$ cat src/rtl/conv_maxpool_accum.sv
// 2x2 max-pool of a convolution result tile, accumulated with 8-bit saturation
// across NUM_CH channel tiles and emitted on a valid/ready output.
module conv_maxpool_accum #(
    parameter int unsigned NUM_CH = 3,
    parameter int unsigned CNT_W  = 4
) (
    input  logic       clk,
    input  logic       rst,
    input  logic       in_valid,
    output logic       in_ready,
    input  logic [7:0] result11,
    input  logic [7:0] result12,
    input  logic [7:0] result21,
    input  logic [7:0] result22,
    output logic       out_valid,
    input  logic       out_ready,
    output logic [7:0] out_data,
    output logic       out_sat
);

    localparam int unsigned DW = 8;

    typedef enum logic [1:0] {
        IDLE = 2'd0,
        CMP1 = 2'd1,
        CMP2 = 2'd2,
        OUT  = 2'd3
    } state_e;

    state_e           state_q, state_d;
    logic [DW-1:0]    r11_q, r11_d, r12_q, r12_d, r21_q, r21_d, r22_q, r22_d;
    logic [DW-1:0]    m0_q, m0_d, m1_q, m1_d;
    logic [DW-1:0]    acc_q, acc_d;
    logic             sat_q, sat_d;
    logic [CNT_W-1:0] cnt_q, cnt_d;
    logic             out_valid_q, out_valid_d;
    logic [DW-1:0]    out_data_q, out_data_d;
    logic             out_sat_q, out_sat_d;

    logic [DW-1:0]    pooled;
    logic [DW:0]      sum9;
    logic [DW-1:0]    acc_clamped;
    logic             last_ch;

    // Pool/accumulate datapath used in CMP2
    assign pooled      = (m0_q > m1_q) ? m0_q : m1_q;
    assign sum9        = {1'b0, acc_q} + {1'b0, pooled};
    assign acc_clamped = sum9[DW] ? {DW{1'b1}} : sum9[DW-1:0];
    assign last_ch     = (cnt_q == CNT_W'(NUM_CH - 1));

    assign in_ready  = (state_q == IDLE) && !rst;
    assign out_valid = out_valid_q;
    assign out_data  = out_data_q;
    assign out_sat   = out_sat_q;

    always_comb begin
        state_d     = state_q;
        r11_d       = r11_q;
        r12_d       = r12_q;
        r21_d       = r21_q;
        r22_d       = r22_q;
        m0_d        = m0_q;
        m1_d        = m1_q;
        acc_d       = acc_q;
        sat_d       = sat_q;
        cnt_d       = cnt_q;
        out_valid_d = out_valid_q;
        out_data_d  = out_data_q;
        out_sat_d   = out_sat_q;
        case (state_q)
            IDLE: begin
                if (in_valid && in_ready) begin
                    r11_d   = result11;
                    r12_d   = result12;
                    r21_d   = result21;
                    r22_d   = result22;
                    state_d = CMP1;
                end
            end
            CMP1: begin
                m0_d    = (r11_q > r12_q) ? r11_q : r12_q;
                m1_d    = (r21_q > r22_q) ? r21_q : r22_q;
                state_d = CMP2;
            end
            CMP2: begin
                acc_d = acc_clamped;
                sat_d = sat_q | sum9[DW];
                if (last_ch) begin
                    cnt_d       = '0;
                    out_valid_d = 1'b1;
                    out_data_d  = acc_clamped;
                    out_sat_d   = sat_q | sum9[DW];
                    state_d     = OUT;
                end else begin
                    cnt_d   = cnt_q + CNT_W'(1);
                    state_d = IDLE;
                end
            end
            OUT: begin
                if (out_ready) begin
                    acc_d       = '0;
                    sat_d       = 1'b0;
                    out_valid_d = 1'b0;
                    state_d     = IDLE;
                end
            end
            default: state_d = IDLE;
        endcase
    end

    always_ff @(posedge clk) begin
        if (rst) begin
            state_q     <= IDLE;
            r11_q       <= '0;
            r12_q       <= '0;
            r21_q       <= '0;
            r22_q       <= '0;
            m0_q        <= '0;
            m1_q        <= '0;
            acc_q       <= '0;
            sat_q       <= 1'b0;
            cnt_q       <= '0;
            out_valid_q <= 1'b0;
            out_data_q  <= '0;
            out_sat_q   <= 1'b0;
        end else begin
            state_q     <= state_d;
            r11_q       <= r11_d;
            r12_q       <= r12_d;
            r21_q       <= r21_d;
            r22_q       <= r22_d;
            m0_q        <= m0_d;
            m1_q        <= m1_d;
            acc_q       <= acc_d;
            sat_q       <= sat_d;
            cnt_q       <= cnt_d;
            out_valid_q <= out_valid_d;
            out_data_q  <= out_data_d;
            out_sat_q   <= out_sat_d;
        end
    end

endmodule

$ cat config.mk
export PLATFORM = sky130hd
export DESIGN_NAME = conv_maxpool_accum
export DESIGN_NICKNAME = d
export VERILOG_FILES = /design/src/rtl/conv_maxpool_accum.sv
export SDC_FILE = /design/constraint.sdc
export NUM_CORES = 1
export LEC_CHECK = 0
export ABC_AREA = 1
export BUFFER_PORTS_ARGS = -buffer_cell sky130_fd_sc_hd__buf_4
export CAP_MARGIN = 0
export CORE_MARGIN = 2
export CORE_UTILIZATION = 50
export CTS_BUF_LIST = sky130_fd_sc_hd__clkbuf_16
export DETAILED_ROUTE_END_ITERATION = 10
export PLACE_DENSITY = 0.67
export SLEW_MARGIN = 20
export SYNTH_ARGS = -nofsm -noshare
export SYNTH_HDL_FRONTEND = slang
export SYNTH_SLANG_ARGS = --single-unit
$ cat constraint.sdc
create_clock -name clk -period 4.26 [get_ports clk]
set_input_delay 0.852 -clock clk [delete_from_list [all_inputs] [get_ports clk]]
set_output_delay 0.852 -clock clk [all_outputs]
set_load 0.05 [all_outputs]
==> flow_summary.toml, run 1 <==
[final_layout]
synthToLayoutAreaGrowth_pct = 17.81
fill_cells = 771
drive_gt1_frac = 0.1223
num_antenna_cells = 0
post-route-cell-area_mm2 = 0.004652
finalNetCount = 677
multi_input_area_mm2 = 0.002077
seqCellArea_mm2 = 0.001461
final_util = 0.6051

[clock_tree]
post_cts_resized = 0
cts.clk_slew.worst_paths_ns = 0.06
postCtsSetupBuffers = 0
postCtsHoldBufs = 0
cts_root_buf = "clkbuf_16"
cts_made_buffers = 9
cts_sinks = 73
max-clock-path-buffers = 2
clock_latency_ns = 0.33
tritoncts = "done"
htree_levels = 3

[power]
combPwrFrac = 0.167
p_int_mw = 1.342
pwr-share-clk = 0.434
p_seq_frac = 0.399
p_sw_frac = 0.2797
ir_worst_vdd_uv = 262.6
power_density_mw_per_mm2 = 400.6
leakage_nw = 2.295
p_sw_mw = 0.5211

[yosys]
avgSynthCellArea_um2 = 6.940
netlist_instances = 569
synthesis.nets = 638
yosysSeqAreaShare = 0.3701
synth_cell_types = 30
ys_ff_latch = 73
synthTopCellsByArea = "dfxtp_1 37%, nand2_1 15%, ha_1 10%, nand3_1 8.6%, inv_1 7.5%"
netlist_area_mm2 = 0.003949
netlist.area_leader.share = 0.3701
synth_top_area_cell = "dfxtp_1"
ys_warn_count = 0

[run_status]
outcome = "finished, final reports clean"

[floorplan]
die_area_mm2 = 0.008625
fp-row-count = 32
start_util = 0.5137
pin_count = 47
die-height_um = 92.87
die_w_um = 92.87
core-area_mm2 = 0.007687

[detailed_routing]
drt-total-wl_um = 8757
drt-vias-per-instance = 5.013
vias = 3584
dr.pass1.iters = 4
wl_per_cell_um = 12.25
ant_nets = 0
drc = 0
drt_iter0_drc = 132

[placed_design]
port_buffers = 46
routabilityCongestion = 0.9293
dpl_cell_area_mm2 = 0.004330
place_hpwl_um = 6494

[critical_path]
path_cells = "inv_1 -> ha_1 -> nand2_1 -> nor2_1 -> nand4_1 -> nand2_1 -> o21ai_0 -> ha_1 -> inv_1 -> fa_1 -> inv_1 -> nand3_1 -> nand2_1 -> a21oi_2 -> nand3_1 -> nor2_1 -> nor2_1"
critPathCaptureType = "flip-flop"
cp_slowest_cell = "a21oi_2"
cpPeakStageDelay_ns = 0.48
worst_ep_required_time_ns = 4.48
rrSetupSlack_ns = 0.90
crit_type = "reg2reg"
cp.arrival_ns = 3.58
start_kind = "flip-flop"
cp_max_fo = 12

[grt]
antenna_found_initial = 0
grt-ovfl-total = 0
grt_use_total = 0.2191
grt_pass1_wl_um = 15090
grt_pass1_vias = 3313
grt_max_degree = 51

[sta]
clock_skew_ns = 0.005680
finalHoldViolCount = 0
fin_crit_ns = 3.363
finalMaxSlewViolations = 0
fin_hold_ws_ns = 0.4695
fin_tns_setup_ns = 0
fin_crit_sh = 0.7894
setup_viol = 0
worst_slew_margin_rel = 0.4697
grt_setup_unrepaired = "no"
fmax_mhz = 297.4
worstMarginPinSlew_ns = 0.7927

[worst_hold_path]
hold_path_class = "reg2reg"

[flow_run]
drv_cap = 0
## cell usage after synthesis (all sizes together)
cell type	instances
a21o	2
a21oi	48
a31oi	6
buf	12
clkbuf	7
clkinv	3
dfxtp	73
fa	1
ha	32
inv	80
nand2	158
nand3	68
nand4	4
nor2	33
nor3	2
o21ai	34
o21bai	3
or2	1
xnor2	2
## stage by stage
| step | total power, mW | instances | setup slack [ns] |
|---|---|---|---|
| 6_report | 1.863 | 715 | 0.8971 |
| 5_1_grt | 1.964 | 715 | 0.4520 |
| 4_1_cts | 1.876 | 715 | 0.9268 |
| 3_5_place_dp | 1.069 | 699 | 0.9610 |
| 3_3_place_gp | 1.064 | 699 | 1.028 |
| 2_1_floorplan | 0.9845 | 569 | 1.437 |
## path summary, 6_finish.rpt
path | start | end | depth (start not counted)
min | out_valid | out_valid | 2
min reg2reg | out_valid | out_valid | 2
max reg2reg | m1_q[7] | out_data[7] | 17
max | m1_q[7] | out_data[7] | 17
## worst max-delay path: cells and delay by family (launching register included)
family          cells  cell delay, ns
compound gates      2            0.62
buf+inv             3            0.18
flops               1            0.32
fa+ha+maj           3            0.69
simple gates        9            1.45
## cells in the final DEF, fill, tap and decap left out
cell          n
a31oi_1       6
nor3_4        1
inv_1        80
clkbuf_16     9
o21ai_0      33
dfxtp_1      73
nand4_2       2
nand2_2       4
a21oi_2       1
nor3_1        1
nor2_1       30
o21ai_1       1
ha_1         32
clkinv_1      3
or2_2         1
inv_2         1
nand3_1      68
clkinv_4      2
nand4_1       2
o21bai_1      3
xnor2_1       2
a21oi_1      47
buf_4        47
nand2_1     154
a21o_1        2
nor2_2        1
bufinv_16     2
nor2_4        2
fa_1          1
clkinvlp_4    2
## power by group through the flow
stage               Clock (mW)  Sequential, mW  Combinational [mW]
finish                   0.809           0.743               0.312
global route             0.853           0.747               0.363
CTS                      0.818           0.743               0.316
detailed placement           0           0.758               0.312
global placement             0           0.756               0.308
floorplan                    0           0.748               0.236
## routing by layer
metal	global-route usage	vias to the layer above	wire length [µm]
li1	-	1908	-
met1	0.3044	1617	4282
met2	0.3466	49	4076
met3	0.02929	10	259
met4	0.08211	0	138
met5	0	-	0
## state kept, by name, indices dropped and copies added (netlist names), 4 cells and up
| register | cells |
|---|---|
| acc_q | 8 |
| m0_q | 8 |
| m1_q | 8 |
| out_data | 8 |
| r11_q | 8 |
| r12_q | 8 |
| r21_q | 8 |
| r22_q | 8 |
| cnt_q | 4 |
## cell families (layout without fill, tap and decap cells)
group / Yosys count / count (layout) / synth area share
adder cells (fa/ha/maj): 33 / 33 / 0.1065
AND/OR/NAND/NOR: 266 / 266 / 0.2912
XOR/XNOR: 2 / 2 / 0.004437
buffers and inverters: 102 / 146 / 0.1039
flip-flops: 73 / 73 / 0.3701
AO/OA/AOI/OAI: 93 / 93 / 0.1239
## area by class of cell
type                    instances  area share
repair buffers                 47     0.07585
well taps                     102     0.02743
multi-input cells             394      0.4465
inverters                      83     0.06697
flip-flops and latches         73      0.3141
clock inverters                 7     0.02071
clock buffers                   9     0.04841
Power figures use the tool's default switching activity.
==> inputs of run 2 (changes only) <==
Settings changed: PLACE_DENSITY 0.67 to 0.7.
Clock period 4.26 ns to 3 ns, I/O delays scaled along.
==> flow_summary.toml, run 2 (synthesized netlist as in run 1, its figures left out) <==
[clock_tree]
cts.clk_slew.worst_paths_ns = 0.06
postCtsHoldBufs = 0
cts_root_buf = "clkbuf_16"
postCtsSetupBuffers = 0
cts_made_buffers = 9
max-clock-path-buffers = 2
tritoncts = "done"
post_cts_resized = 0
htree_levels = 3
clock_latency_ns = 0.32
cts_sinks = 73

[detailed_routing]
wl_per_cell_um = 12.44
drt-vias-per-instance = 5.107
dr.pass1.iters = 4
drc = 0
ant_nets = 0
vias = 3687
drt_iter0_drc = 219
drt-total-wl_um = 8980

[critical_path]
cp.arrival_ns = 3.01
worst_ep_required_time_ns = 3.22
cpPeakStageDelay_ns = 0.33
start_kind = "flip-flop"
rr_worst_depth = 18
path_cells = "inv_1 -> ha_1 -> nand2_2 -> nor2_2 -> nand2_1 -> nand3_1 -> nand2_2 -> buf_4 -> nand2_1 -> nand2_1 -> ha_1 -> a21oi_1 -> nand2_2 -> a21oi_2 -> buf_6 -> nand3_1 -> nor2_1 -> nor2_1"
cp_max_fo = 12
cp_slowest_cell = "dfxtp_1"
cp_num_buf_inv = 3
critPathCaptureType = "flip-flop"
cp_top_family = "simple AND/OR/NAND/NOR gates"
cp_num_cells = 18
crit_type = "reg2reg"

[final_layout]
mostFrequentLayoutCells = "151 x nand2_1, 79 x inv_1, 73 x dfxtp_1"
synthToLayoutAreaGrowth_pct = 18.88
finalNetCount = 685
num_antenna_cells = 0
fill_cells = 754
fin_cells = 722
drive_gt1_frac = 0.1500
multi_input_area_mm2 = 0.002116
layout_commonest_cell = "nand2_1"
seqCellArea_mm2 = 0.001461

[floorplan]
core-area_mm2 = 0.007687
pin_count = 47
die-height_um = 92.87
fp-row-count = 32
die_area_mm2 = 0.008625
start_util = 0.5137
die_w_um = 92.87

[flow_run]
drv_cap = 0

[power]
combPwrFrac = 0.195
p_sw_mw = 0.7295
ir_worst_vdd_uv = 340.6
pwr-share-clk = 0.380
p_seq_frac = 0.424
p_sw_frac = 0.2937
p_total_mw = 2.484
p_int_mw = 1.754
leakage_nw = 2.314
power_density_mw_per_mm2 = 529.1

[placed_design]
place_hpwl_um = 6772
routabilityCongestion = 0.8439
place_ws_ns = 0.1300
port_buffers = 46
dp.cells = 707

[grt]
grt_use_total = 0.2194
antenna_found_initial = 0
grt_max_degree = 36
grt_pass1_vias = 3406
grt-ovfl-total = 0
grt_pass1_wl_um = 15280

[run_status]
outcome = "finished, final reports clean"

[sta]
worstMarginPinSlew_ns = 0.5349
layout_setup_ws_ns = 0.2032
setup_viol = 0
fin_crit_sh = 0.9323
fin_crit_ns = 2.797
fmax_mhz = 357.5
finalHoldViolCount = 0
clock_skew_ns = 0.004906
finalMaxSlewViolations = 0
worst_slew_margin_rel = 0.6426

[worst_hold_path]
hold_depth = 3
hold_path_class = "in2reg"
## run 2: cell type report
cell class / count / share of cell area
Tap cell: 102 / 0.02719
Sequential cell: 73 / 0.3113
Clock inverter: 6 / 0.007729
Timing Repair Buffer: 55 / 0.08875
Inverter: 83 / 0.06636
Multi-Input combinational cell: 394 / 0.4507
Clock buffer: 9 / 0.04797
## run 2: final timing paths
check	from	end	slack, ns
max	m1_q[7]	out_data[2]	0.20
min	result11[5]	r11_q[5]	0.47
max reg2reg	m1_q[7]	out_data[2]	0.20
min reg2reg	acc_q[0]	acc_q[0]	0.47
## run 2: layer usage
metal / GRT usage / part of all wire / wire, µm
met1: 0.3037 / 0.49 / 4416
met2: 0.3551 / 0.48 / 4268
met3: 0.03662 / 0.023 / 209
met4: 0.05760 / 0.0095 / 85
met5: 0 / 0 / 0
## run 2: power groups by stage
stage | combinational, mW | clock, mW | sequential (mW)
floorplan | 0.336 | 0 | 1.06
global placement | 0.458 | 0 | 1.07
detailed placement | 0.468 | 0 | 1.07
CTS | 0.473 | 0.969 | 1.05
global route | 0.557 | 1.01 | 1.06
finish | 0.486 | 0.944 | 1.05
## run 2: metrics by stage
stage / TNS, ns / instance area [µm²] / hold WS (ns) / util
3_5_place_dp: 0 / 4390 / 0.4637 / 0.5711
4_1_cts: 0 / 4652 / 0.4594 / 0.6051
6_report: 0 / 4695 / 0.4692 / 0.6107
2_1_floorplan: 0 / 3949 / 0.4475 / -
5_1_grt: -0.1475 / 4695 / 0.4746 / 0.6107
3_3_place_gp: 0 / 4390 / 0.4548 / 0.5711
## run 2: worst reg2reg max path, delay by kind of cell, from the launching register on
kind                     cells  cell delay [ns]
buffers and inverters        3             0.39
adder cells (fa/ha/maj)      2             0.63
flip-flops                   1             0.33
AO/OA/AOI/OAI                2             0.34
AND/OR/NAND/NOR             11             0.98
